<file path="src/rtl/uart_bus_arbiter_rr.sv">
// N-requester bus arbiter: round-robin or fixed-priority winner selection, per-requester
// accept masking, optional grant tenure limit and a one-cycle turnaround between owners.
module uart_bus_arbiter_rr #(
    parameter int NUM_REQ    = 4,
    parameter int MODE       = 0,
    parameter int MAX_TENURE = 16,
    parameter int ID_W       = ($clog2(NUM_REQ) > 1) ? $clog2(NUM_REQ) : 1
) (
    input  logic               clock,
    input  logic               reset,
    input  logic [NUM_REQ-1:0] req,
    input  logic [NUM_REQ-1:0] accept_mask,
    output logic [NUM_REQ-1:0] gnt,
    output logic               gnt_valid,
    output logic [ID_W-1:0]    gnt_id,
    output logic               tenure_expired,
    output logic [15:0]        busy_cycles
);

    localparam int CNT_W = $clog2(MAX_TENURE + 2);
    localparam logic [CNT_W-1:0] TENURE_LIMIT = CNT_W'(MAX_TENURE);

    typedef enum logic [1:0] {
        IDLE  = 2'd0,
        GRANT = 2'd1,
        GAP   = 2'd2
    } state_t;

    state_t             state_q;
    logic [NUM_REQ-1:0] gnt_q;
    logic               gnt_valid_q;
    logic [ID_W-1:0]    gnt_id_q;
    logic [ID_W-1:0]    ptr_q;
    logic [CNT_W-1:0]   cnt_q;
    logic               expired_q;
    logic [15:0]        busy_q;

    logic [NUM_REQ-1:0] eligible;
    logic [NUM_REQ-1:0] excl_mask;
    logic [NUM_REQ-1:0] cand;
    logic [NUM_REQ-1:0] win_onehot;
    logic [ID_W-1:0]    winner;
    logic [ID_W-1:0]    ptr_d;
    logic [ID_W-1:0]    idx;
    logic               found;
    logic               rel_req;
    logic               rel_tenure;

    always_comb begin
        // NOTE: every signal gets a default before any branch, so no latch can be inferred.
        eligible   = req & accept_mask;
        excl_mask  = '0;
        win_onehot = '0;
        winner     = '0;
        idx        = '0;
        found      = 1'b0;

        // An owner just cut off by the tenure limit yields to any other eligible requester.
        if (state_q == GAP && expired_q) begin
            excl_mask[gnt_id_q] = 1'b1;
        end
        cand = ((eligible & ~excl_mask) != '0) ? (eligible & ~excl_mask) : eligible;

        for (int i = 0; i < NUM_REQ; i++) begin
            idx = (MODE == 0) ? ID_W'((int'(ptr_q) + i) % NUM_REQ) : ID_W'(i);
            if (!found && cand[idx]) begin
                found  = 1'b1;
                winner = idx;
            end
        end
        win_onehot[winner] = found;

        ptr_d      = (winner == ID_W'(NUM_REQ - 1)) ? '0 : winner + 1'b1;
        rel_req    = !req[gnt_id_q] || !accept_mask[gnt_id_q];
        rel_tenure = (MAX_TENURE != 0) && (cnt_q == TENURE_LIMIT);
    end

    always_ff @(posedge clock or posedge reset) begin
        if (reset) begin
            state_q     <= IDLE;
            gnt_q       <= '0;
            gnt_valid_q <= 1'b0;
            gnt_id_q    <= '0;
            ptr_q       <= '0;
            cnt_q       <= '0;
            expired_q   <= 1'b0;
            busy_q      <= '0;
        end else begin
            // NOTE: state registers use non-blocking assignments so every read sees the pre-edge value.
            expired_q <= 1'b0;
            if (gnt_valid_q && busy_q != 16'hFFFF) begin
                busy_q <= busy_q + 16'd1;
            end

            case (state_q)
                IDLE, GAP: begin
                    if (found) begin
                        state_q     <= GRANT;
                        gnt_q       <= win_onehot;
                        gnt_valid_q <= 1'b1;
                        gnt_id_q    <= winner;
                        cnt_q       <= CNT_W'(1);
                        if (MODE == 0) begin
                            ptr_q <= ptr_d;
                        end
                    end else begin
                        state_q <= IDLE;
                    end
                end
                GRANT: begin
                    if (rel_req || rel_tenure) begin
                        state_q     <= GAP;
                        gnt_q       <= '0;
                        gnt_valid_q <= 1'b0;
                        cnt_q       <= '0;
                        expired_q   <= !rel_req;
                    end else begin
                        cnt_q <= cnt_q + 1'b1;
                    end
                end
                default: begin
                    state_q <= IDLE;
                end
            endcase
        end
    end

    assign gnt            = gnt_q;
    assign gnt_valid      = gnt_valid_q;
    assign gnt_id         = gnt_id_q;
    assign tenure_expired = expired_q;
    assign busy_cycles    = busy_q;

    a_inputs_known: assert property (@(posedge clock) disable iff (reset)
        !$isunknown({req, accept_mask}));

    a_grant_onehot: assert property (@(posedge clock) disable iff (reset)
        $onehot0(gnt_q) && (gnt_valid_q == |gnt_q));

endmodule

</file>
<file path="config.mk">
export PLATFORM = sky130hd
export DESIGN_NAME = uart_bus_arbiter_rr
export DESIGN_NICKNAME = d
export VERILOG_FILES = /design/src/rtl/uart_bus_arbiter_rr.sv
export SDC_FILE = /design/constraint.sdc
export NUM_CORES = 1
export LEC_CHECK = 0
export ABC_AREA = 1
export CORE_UTILIZATION = 40
export DETAILED_ROUTE_END_ITERATION = 16
export PLACE_DENSITY = 0.69
export RECOVER_POWER = 25
export SYNTH_ARGS = -nofsm -noshare
export SYNTH_HDL_FRONTEND = slang
export SYNTH_SLANG_ARGS = --single-unit
</file>
<file path="constraint.sdc">
create_clock -name clock -period 2.9 [get_ports clock]
set_input_delay 0.58 -clock clock [delete_from_list [all_inputs] [get_ports clock]]
set_output_delay 0.58 -clock clock [all_outputs]
set_load 0.05 [all_outputs]
</file>
==> results.json <==
{
  "clock.fmax_mhz": 380,
  "rsz_0062_raised_after_global_routing": "no",
  "static-leakage-power_nw": 1.27,
  "power_report.internal_total_mw": 1.31,
  "route.final.wire_length_mm": 4.15,
  "crit_path_max_fanout": 7,
  "max-slew-margin-rel": -0.165,
  "report.power.total_mw": 2.72,
  "drc": 0,
  "slowest_delay_ns": 0.49,
  "worstSetupPathType": "in2reg",
  "synthesis.area_per_instance_um2": 7.67,
  "critPathMostFrequentCell": "sky130_fd_sc_hd__nand2_1",
  "clk_transition_reported_paths_ns": 0.06,
  "worst_hold_class": "reg2reg",
  "buffer_ports.inserted": 33,
  "yosys_warnings": 0,
  "grt_usage": 0.164,
  "cts_max_path_buffers": 2,
  "netlist-cell-type-count": 34,
  "post-route-min-period_ns": 2.63,
  "maxSlewViolCount": 34,
  "timing.critical_path.to_type": "flip-flop",
  "cell_by_cell_listing_of_the_critical_path": "clkdlybuf4s50_1, nand2_1, inv_1, nand2_2, nand2_4, nor2_8, nand2_2, nand2_1, nand2_1, nand2_1, inv_1, nand2_2, nor2_4, nand4_1, nand2_1, inv_1, ha_1, nand2_1, o21ai_1",
  "drt_iter0_markers": 128,
  "area_added_between_synthesis_and_finish_pct": 23.6,
  "p_comb_frac": 0.612,
  "vert_die_dim_um": 74.7,
  "most-common-layout-cells": "sky130_fd_sc_hd__nand2_1, sky130_fd_sc_hd__inv_1, sky130_fd_sc_hd__dfrtp_1",
  "cell_area_synth_mm2": 0.00212,
  "cts-htree-levels": 2,
  "power_frac_seq": 0.273,
  "place.detailed.instances": 380,
  "power_switching_mw": 1.41,
  "run_status": "finished with violations",
  "antenna_found_initial": 0,
  "total_die_area_mm2": 0.00558,
  "setup_total_negative_slack_ns": 0,
  "max-vdd-ir-drop_mv": 0.569,
  "postCtsSetupRepairBufs": 0,
  "ctsHoldBuffers": 0,
  "initial_utilization": 0.414,
  "drive_above_1_share": 0.123,
  "synth_nets": 293,
  "worstMarginPinSlew_ns": 1.75,
  "power-per-cell-area_mw_per_mm2": 1040,
  "synth.ff_latch_count": 33,
  "layout.cells.most_common": "sky130_fd_sc_hd__nand2_1",
  "timing.critical_path.arrival_ns": 2.80,
  "cts_buffers": 5,
  "ant_nets": 0,
  "design.final.nets": 334,
  "pwr-share-clk": 0.115,
  "switching_share": 0.518,
  "clock_tree_from_tritoncts": "yes",
  "final_cells": 386,
  "setup_violations": 0,
  "maximum_number_of_pins_on_one_net_before_global_route_repair": 34,
  "dp.final_hpwl_mm": 3.23,
  "critical_path.startpoint_type": "primary input",
  "core_utilization_of_the_finished_layout": 0.512,
  "detailroute.via_count": 1787,
  "cts.sink_count": 33,
  "fillCellCount": 505,
  "wl_per_cell_um": 10.8,
  "synth.yosys.seq_area_share": 0.390,
  "first_global_vias": 1643,
  "ioPinCount": 34,
  "detailroute.wirelength.met3_um": 110,
  "gp_routability_congestion": 0.817,
  "timing.max_cap.violations": 1,
  "synthCells": 276,
  "drt-met1-wl_mm": 2.03,
  "layout_worst_path_cycle_share": 0.909,
  "met2_wirelength_mm": 1.98,
  "final_antenna_diode_count": 0,
  "postCtsResizedCells": 0,
  "firstDrtPassIters": 4,
  "final-hold-violation-count": 0,
  "crit_path_top_delay_cell": "sky130_fd_sc_hd__clkdlybuf4s50_1",
  "placement_rows": 26,
  "final.hold.worst_slack_ns": 0.472,
  "routed_via_density": 4.63,
  "maxUsedRoutingLayer": "met4",
  "worstSkewPairLatency_ns": 0.28,
  "global_route.overflow_total": 0,
  "fin_skew_ns": 0.00577,
  "grt_pass1_wl_mm": 7.11,
  "violated_checks": "max-capacitance violations, max-slew violations",
  "area_of_the_core_region_mm2": 0.00511,
  "die_w_um": 74.7,
  "root_buffer": "sky130_fd_sc_hd__clkbuf_8",
  "timing.critical_path.required_ns": 3.06
}
-- final cells by class --
type	instances	area, um^2	area share
clock inverter	1	5.00	0.00191
inverter	42	163	0.0622
timing repair buffer	35	342	0.131
clock buffer	5	68.8	0.0263
sequential	33	826	0.316
multi-input combinational	200	1120	0.430
tap	70	87.6	0.0335
-- critical path, delay by kind of cell --
family          cells  cell delay [ns]
fa+ha+maj           1             0.28
simple gates       13             1.13
compound gates      1             0.05
buf+inv             4             0.74
-- through the flow --
stage | instance area (um^2) | worst slack (ns)
detailed placement | 2540 | -0.0128
global placement | 2540 | 0.0142
global route | 2620 | 0.0996
floorplan | 2120 | 0.421
CTS | 2620 | 0.277
finish | 2620 | 0.265
-- state kept, by name, summed over array words and instances, names as in the netlist --
register        cells
busy_cycles        16
gnt_valid           1
ptr_q               2
tenure_expired      1
cnt_q               5
gnt                 4
state_q             2
gnt_id              2
-- per-layer routing --
| metal | vias to the layer above | GRT usage |
|---|---|---|
| li1 | 947 | - |
| met1 | 804 | 0.227 |
| met2 | 31 | 0.260 |
| met3 | 5 | 0.0402 |
| met4 | 0 | 0.0377 |
| met5 | - | 0 |
-- synthesized netlist by cell type (all sizes together) --
library cell,count,share of area
a21oi,4,0.011
a22oi,1,0.0035
a31oi,2,0.0059
clkbuf,1,0.0018
clkinv,1,0.0018
dfrtp,33,0.39
ha,7,0.041
inv,41,0.075
nand2,93,0.20
nand3,30,0.079
nand4,5,0.015
nor2,25,0.063
nor3,5,0.014
nor4,1,0.0030
o2111ai,1,0.0041
o21a,1,0.0035
o21ai,9,0.027
o21bai,1,0.0035
xnor2,7,0.029
xor2,8,0.033
-- power groups by stage --
stage	Clock (mW)	Sequential (mW)	Combinational [mW]
6_report	0.312	0.744	1.66
5_1_grt	0.345	0.770	1.85
4_1_cts	0.323	0.744	1.68
3_5_place_dp	0	0.752	1.67
3_3_place_gp	0	0.750	1.65
2_1_floorplan	0	0.983	1.03
-- worst paths after layout --
check / from / end / slack [ns] / cells past startpoint
min in group asynchronous: reset / busy_cycles[9] / 1.35 / 3
worst max register to register: gnt_id[0] / ptr_q[1] / 0.46 / 17
worst min register to register: gnt[3] / gnt[3] / 0.47 / 2
max in group asynchronous: reset / ptr_q[1] / 0.54 / 3
worst max-delay path: req[2] / ptr_q[1] / 0.27 / 19
worst min-delay path: gnt[3] / gnt[3] / 0.47 / 2
-- cell families (layout without fill, tap and decap cells) --
group | after synthesis | after routing | synth area share
AO/OA/AOI/OAI | 19 | 19 | 0.0585
XOR/XNOR | 15 | 15 | 0.0621
adder cells (fa/ha/maj) | 7 | 7 | 0.0414
buffers and inverters | 43 | 83 | 0.0786
flip-flops | 33 | 33 | 0.390
AND/OR/NAND/NOR | 159 | 159 | 0.369
No activity file was read; power rests on OpenSTA's default activity.
